### config.mk
export PLATFORM = sky130hd
export DESIGN_NAME = instruction_server
export DESIGN_NICKNAME = d
export VERILOG_FILES = /design/src/rtl/instruction_server_pkg.sv /design/src/rtl/handshake_sync.sv /design/src/rtl/instruction_server.sv
export SDC_FILE = /design/constraint.sdc
export NUM_CORES = 2
export LEC_CHECK = 0
export CORE_ASPECT_RATIO = 1.4
export CORE_MARGIN = 2
export CORE_UTILIZATION = 59
export CTS_CLUSTER_DIAMETER = 150
export CTS_CLUSTER_SIZE = 24
export DETAILED_ROUTE_END_ITERATION = 8
export PLACE_DENSITY = 0.86
export REMOVE_ABC_BUFFERS = 1
export SLEW_MARGIN = 20
export SYNTH_ARGS = -nofsm -noshare
export SYNTH_HDL_FRONTEND = slang
export SYNTH_SLANG_ARGS = --single-unit
export TNS_END_PERCENT = 1
### constraint.sdc
create_clock -name clk -period 2.9 [get_ports clk]
set_input_delay 0.58 -clock clk [delete_from_list [all_inputs] [get_ports clk]]
set_output_delay 0.58 -clock clk [all_outputs]
set_load 0.005 [all_outputs]
### src/rtl/instruction_server_pkg.sv
// Shared types and default constants for the instruction server.
// The optional ACK timeout is enabled by defining INSTR_SERVER_TIMEOUT_EN.
package instruction_server_pkg;

   typedef enum logic [1:0] {
      IDLE  = 2'd0,
      READ  = 2'd1,
      ACK   = 2'd2,
      DRAIN = 2'd3
   } srv_state_t;

   localparam int DEF_ADDR_WIDTH     = 8;
   localparam int DEF_SYNC_STAGES    = 2;
   localparam int DEF_TIMEOUT_CYCLES = 1023;
   localparam int DEF_DATA_WIDTH     = 8;

   // Counter must be able to hold the value TIMEOUT_CYCLES itself.
   function automatic int timeout_cnt_width(input int cycles);
      return $clog2(cycles + 1);
   endfunction

   localparam int TIMEOUT_CNT_WIDTH = $clog2(DEF_TIMEOUT_CYCLES + 1);

endpackage

### src/rtl/handshake_sync.sv
// N-stage flip-flop synchronizer with asynchronous active-high reset.
module handshake_sync #(
   parameter int STAGES = 2
) (
   input  logic clk,
   input  logic rst,
   input  logic d,
   output logic q
);

   logic [STAGES-1:0] chain;

   // Shift the asynchronous input through the synchronizer chain.
   always_ff @(posedge clk or posedge rst) begin
      if (rst) begin
         chain <= '0;
      end else begin
         chain <= {chain[STAGES-2:0], d};
      end
   end

   assign q = chain[STAGES-1];

endmodule

### src/rtl/instruction_server.sv
// Four-phase req/ack responder serving bytes from a loadable program store.
// Optional ACK timeout with DRAIN state: define INSTR_SERVER_TIMEOUT_EN.
module instruction_server
   import instruction_server_pkg::*;
#(
   parameter int ADDR_WIDTH     = DEF_ADDR_WIDTH,
   parameter int SYNC_STAGES    = DEF_SYNC_STAGES,
   parameter int TIMEOUT_CYCLES = DEF_TIMEOUT_CYCLES
) (
   input  logic                  clk,
   input  logic                  rst,
   input  logic [ADDR_WIDTH-1:0] instruction_address_input,
   input  logic                  receive_signal,
   output logic [7:0]            instruction_output,
   output logic                  transmit_signal,
   input  logic                  load_enable,
   input  logic [ADDR_WIDTH-1:0] load_address,
   input  logic [7:0]            load_data,
   output logic                  load_ready,
   output logic                  busy,
   output logic                  timeout
);

   if (SYNC_STAGES < 2 || SYNC_STAGES > 4 || TIMEOUT_CYCLES < 1) begin : g_param_check
      $error("instruction_server: SYNC_STAGES must be 2..4 and TIMEOUT_CYCLES >= 1");
   end

   srv_state_t state, next_state;
   logic       req_s;
   logic       fetch;
   logic       ack_set;
   logic       ack_clr;
   logic       tmo_set;
   logic [7:0] rd_data;
   logic [7:0] mem [0:(1<<ADDR_WIDTH)-1];

   handshake_sync #(.STAGES(SYNC_STAGES)) u_req_sync (
      .clk (clk),
      .rst (rst),
      .d   (receive_signal),
      .q   (req_s)
   );

   // A pending request blocks loads so the fetch never races a write.
   assign load_ready = (state == IDLE) && !req_s;

`ifdef INSTR_SERVER_TIMEOUT_EN
   localparam int CNT_W = timeout_cnt_width(TIMEOUT_CYCLES);
   logic [CNT_W-1:0] ack_cnt;
`endif

   // Next-state and transition strobes.
   always_comb begin
      next_state = state;
      fetch      = 1'b0;
      ack_set    = 1'b0;
      ack_clr    = 1'b0;
      tmo_set    = 1'b0;
      case (state)
         IDLE: begin
            if (req_s) begin
               next_state = READ;
               fetch      = 1'b1;
            end else begin
               next_state = IDLE;
            end
         end
         READ: begin
            next_state = ACK;
            ack_set    = 1'b1;
         end
         ACK: begin
            if (!req_s) begin
               next_state = IDLE;
               ack_clr    = 1'b1;
`ifdef INSTR_SERVER_TIMEOUT_EN
            end else if (ack_cnt == CNT_W'(TIMEOUT_CYCLES - 1)) begin
               next_state = DRAIN;
               ack_clr    = 1'b1;
               tmo_set    = 1'b1;
`endif
            end else begin
               next_state = ACK;
            end
         end
         DRAIN: begin
`ifdef INSTR_SERVER_TIMEOUT_EN
            if (!req_s) begin
               next_state = IDLE;
            end else begin
               next_state = DRAIN;
            end
`else
            next_state = IDLE;
`endif
         end
         default: next_state = IDLE;
      endcase
   end

   // State, acknowledge and returned-byte registers.
   always_ff @(posedge clk or posedge rst) begin
      if (rst) begin
         state              <= IDLE;
         transmit_signal    <= 1'b0;
         instruction_output <= 8'h00;
         busy               <= 1'b0;
      end else begin
         state <= next_state;
         busy  <= (next_state != IDLE);
         if (ack_set) begin
            transmit_signal    <= 1'b1;
            instruction_output <= rd_data;
         end else if (ack_clr) begin
            transmit_signal <= 1'b0;
         end
      end
   end

   // Program store: contents survive reset.
   always_ff @(posedge clk) begin
      if (load_enable && load_ready) begin
         mem[load_address] <= load_data;
      end
      if (fetch) begin
         rd_data <= mem[instruction_address_input];
      end
   end

`ifdef INSTR_SERVER_TIMEOUT_EN
   // ACK dwell counter and sticky abort flag.
   always_ff @(posedge clk or posedge rst) begin
      if (rst) begin
         ack_cnt <= '0;
         timeout <= 1'b0;
      end else begin
         if (state == ACK && next_state == ACK) begin
            ack_cnt <= ack_cnt + CNT_W'(1);
         end else begin
            ack_cnt <= '0;
         end
         if (tmo_set) begin
            timeout <= 1'b1;
         end
      end
   end
`else
   assign timeout = 1'b0;
`endif

endmodule

== Yosys cells after proc, flatten, opt, wreduce, memory -nomap -nowiden ==
Memory sizes are Yosys's and may differ from the RTL's. A register that Yosys moved wholly into a read port is not among the register bits.
Index checks and enable logic that the tools add are counted.
Operators by class
  add/sub/neg operators: 0
  $mul: 0
  div/mod/pow operators: 0
  $lt $le $gt $ge: 0
  equal/unequal tests: 3
  shifts and indexed selects: 0
  muxes and demuxes: 12
  bitwise operators: 0
  reductions and logical operators: 6
Operators with widths (count)
  two-way mux 1 bit: 10
  case mux 2 bit (4 select lines): 1
  == test 2 bit (second input constant): 2
  nonzero test 2 bit: 2
  == test 2 x 1 -> 1 bit (second input constant): 1
  logical AND 1 bit: 2
  zero test 2 bit: 1
  two-way mux 2 bit: 1
  zero test 1 bit: 1
Word-level totals
  bits in registers: 14
  bits in latches: 0
  RAM bits: 2048
  memory bits (read-only): 0
  input bits: 28
  output and inout port bits: 12
  memories kept: 1
Memories
  mem: words 256, width 8, rd ports 1, clocked after memory_dff 1, write ports 1, RTL line instruction_server.sv:35  | logic [7:0] mem [0:(1<<ADDR_WIDTH)-1];

== Logic depth before layout (Yosys ltp) ==
  word-level depth: 5
  depth in mapped cells: 12
  depth with buffers taken out: 6

== Hierarchy ==
Synthesis repeated with hierarchy kept, for this count alone.
Second synthesis, totals
  cell total of the unflattened synthesis: 3927
  area, all modules: 81239.2 µm²
By module, submodules not included
  instruction_server: instances 1, cells each 3924, area each 81185.4 µm², sequential area each 62039.5 µm²
  handshake_sync: instances 1, cells each 3, area each 53.8 µm², sequential area each 50.0 µm²

== Worst setup path before layout ==
No wires, ideal clock.
  kind: input port to flip-flop
  start: input port instruction_address_input[0]
  end: register rd_data[7], read port of mem (data pin)
  library setup time: 0.263 ns
  arrival: 2.341 ns
  required time: 2.637 ns
  setup slack: 0.296 ns
  stages on the path: 9
  path buffers: 4
  cell sequence: buf_6 > buf_4 > buf_6 > buf_4 > mux4_2 > a221oi_1 > o32ai_1 > o22ai_1 > nor3_1
RTL lines
  start: declaration: RTL line instruction_server.sv:12  | input logic [ADDR_WIDTH-1:0] instruction_address_input,
  end: declaration: RTL line instruction_server.sv:34  | logic [7:0] rd_data;

==> flow_metrics.env <==
export IMPL_clk_path_buf_depth=3
export IMPL_rr_startpoint="mem[246][0]"
export IMPL_via_count=46400
export IMPL_setup_worst_path_start_class="primary input"
export IMPL_regArea_um2=62100
export IMPL_coreArea_um2=136000
export IMPL_max_cap_violations=0
export IMPL_tns_ns=-0.761
export IMPL_grt_pass1_vias=46800
export IMPL_fmaxAchievable_mhz=292
export IMPL_setup_worst_path_class="primary input to register"
export IMPL_first_pass_iters=7
export IMPL_worst_path_buf_inv=7
export IMPL_setup_viol=4
export IMPL_numCtsBuffers=96
export IMPL_wl_per_cell_um=38.2
export IMPL_drt_iter0_drc=9178
export IMPL_min_period_ns=3.42
export IMPL_worstPathCellList="buf_16, buf_16, buf_12, buf_4, mux2i_1, o221ai_1, buf_4, nor2_1, buf_4, o31ai_1, o211ai_1, buf_4, nor3_2"
export IMPL_ys_top_cells_by_area="edfxtp_1 77%, mux4_2 12%, mux2i_1 2.2%"
export IMPL_htreeDepth=3
export IMPL_power_mw=52.4
export IMPL_yosysMostFrequentCell="edfxtp_1"
export IMPL_placedCellCount=6172
export IMPL_endpoint_kind="register"
export IMPL_cts_tree="yes"
export IMPL_fillers=7441
export IMPL_synth_commonest_cells="2056 x edfxtp_1, 418 x mux4_2, 306 x nor2_1"
export IMPL_cp_required_ns=3.42
export IMPL_hold_buffers=0
export IMPL_synth_cell_types=64
export IMPL_ios=40
export IMPL_ys_seq_elements=2070
export IMPL_fin_cells=6307
export IMPL_irDropWorstVdd_mv=0.458
export IMPL_violations="setup timing"
export IMPL_root_buffer="clkbuf_16"
export IMPL_core_rowCount=160
export IMPL_layout_drive_gt1_share_pct=29.8
export IMPL_grt_pass1_wl_um=341000
export IMPL_initial_core_util_pct=59.4
export IMPL_synth_top_cell_by_area="edfxtp_1"
export IMPL_die_area_um2=139000
export IMPL_fp_dieW_um=316
export IMPL_utilization_pct=67.2
export IMPL_syn_to_final_growth_pct=13.2
export IMPL_cellLeakagePower_nw=29.5
export IMPL_synth_ff_type="edfxtp_1"
export IMPL_overflow=0
export IMPL_max_slew_margin_rel_pct=17.4
export IMPL_fp_dieH_um=441
export IMPL_rrSetupSlack_ns=-0.49
export IMPL_netlist_instances=3837
export IMPL_ant_nets=0
export IMPL_ys_warn_count=0
export IMPL_worst_pin_slew_ns=1.23
export IMPL_cpPeakStageDelay_ns=0.97
export IMPL_finalHoldViolCount=0
export IMPL_fin_skew_ns=0.0499
export IMPL_outcome="finished with violations"
export IMPL_seq_area_frac_synth_pct=77.1
export IMPL_grt_max_degree=129
export IMPL_hp_class="primary input to asynchronous set/reset pin"
export IMPL_drt_total_wl_um=241000
export IMPL_vias_per_cell=7.36
export IMPL_place_hpwl_um=142000
export IMPL_multiInputGateArea_um2=17000
export IMPL_arrival_ns=3.95
export IMPL_synth_avg_cell_area_um2=21.0
export IMPL_path_clk_slew_ns=0.10
export IMPL_synth_area_um2=80500
export IMPL_post_dp_cell_area_um2=88300
export IMPL_drc=0
export IMPL_portBuffers=38
export IMPL_crit_slowest_cell="o211ai_1"
export IMPL_antenna_found_initial=15
export IMPL_finalNetCount=4524
export IMPL_synth_top_area_share_pct=76.7
export IMPL_fin_area_um2=91100
export IMPL_powerDensity_nw_per_um2=575
export IMPL_period_share_pct=118
export IMPL_clk_latency_ns=0.80
export IMPL_rsz0062_at_grt="yes"
export IMPL_worst_r2r_path_depth=8
export IMPL_async_reset_ff_share_pct=0.676
export IMPL_cp_max_fo=11
export IMPL_final_setup_worst_slack_ns=-0.525
export IMPL_cp_common_cell="buf_4"
export IMPL_r2r_end="rd_data[0]"
export IMPL_crit_family="buffers and inverters"
export IMPL_final_max_slew_viol_count=0
export IMPL_cts_num_sinks=2070
export IMPL_synth_edf_count=2056
export IMPL_track_usage_pct=35.1
export IMPL_gp_congestion=0.936
[stage by stage]
| stage | hold slack (ns) | setup slack [ns] |
|---|---|---|
| 2_1_floorplan | 0.331 | 0.118 |
| 3_3_place_gp | 0.334 | -0.794 |
| 3_5_place_dp | 0.360 | -0.971 |
| 4_1_cts | 0.135 | 0.0313 |
| 5_1_grt | 0.183 | -0.434 |
| 6_report | 0.114 | -0.525 |
[worst max-delay path by stage]
stage / start / end / cells past startpoint
final: instruction_address_input[0] / rd_data[0] / 13
after global placement: instruction_address_input[0] / rd_data[6] / 10
after floorplan: instruction_address_input[2] / rd_data[7] / 5
after detailed placement: instruction_address_input[0] / rd_data[6] / 10
after CTS: instruction_address_input[0] / rd_data[0] / 10
after global routing: instruction_address_input[0] / rd_data[0] / 13
[cell usage in the layout (no fill, tap or decap), types with 30 or more instances in the layout]
master     synthesis  routed
o221ai_1          32      32
edfxtp_1        2056    2056
mux4_2           418     418
o22ai_1           42      41
buf_4             25     663
mux2i_1          177     177
a21oi_1           73      72
a22o_1            30      30
clkbuf_16          0      99
nand2_1           63      61
a22oi_1           85      84
nor2_1           306     304
buf_12            14      88
[registers in the layout (all words and copies together) (netlist names)]
| name | cells |
|---|---|
| u_req_sync.chain | 2 |
| transmit_signal | 1 |
| state | 2 |
| mem | 2048 |
| instruction_output | 8 |
| busy | 1 |
| rd_data | 8 |
[kinds of logic after synthesis]
| kind of cell | Yosys count | share of synthesized area, % |
|---|---|---|
| other | 1 | 0.00466 |
| buffers and inverters | 236 | 1.94 |
| DFF | 2070 | 77.1 |
| AOI/OAI and AO/OA | 418 | 3.77 |
| muxes | 629 | 14.6 |
| and+or+nand+nor | 483 | 2.57 |
[repair_timing]
action                     CTS  global route
buffers inserted             6             1
pin swaps                    1             4
setup endpoints to repair    3             6
resized for setup            6            17
cloned                       0             0
[routing by layer]
metal / global-route usage [%] / vias to the layer above / share of wire (%)
li1: - / 17200 / -
met5: 0 / - / 0.036
met1: 38.9 / 22700 / 27
met4: 27.4 / 14 / 11
met2: 55.8 / 5081 / 47
met3: 11.9 / 1495 / 15
[layout make-up]
class	instances	area share (%)
Antenna cell	14	0.0384
Clock buffer	109	2.76
Clock inverter	4	0.0508
Inverter	7	0.0288
Multi-Input combinational cell	1531	18.6
Sequential cell	2070	68.1
Tap cell	1782	2.45
Timing Repair Buffer	790	7.90
[power by group]
part / switching (mW) / leakage (nW) / internal (mW)
Clock: 8.97 / 1.26 / 6.18
Combinational: 2.52 / 9.62 / 1.66
Sequential: 0.105 / 18.6 / 33.0
Total: 11.6 / 29.5 / 40.8
Power figures use the tool's default switching activity.
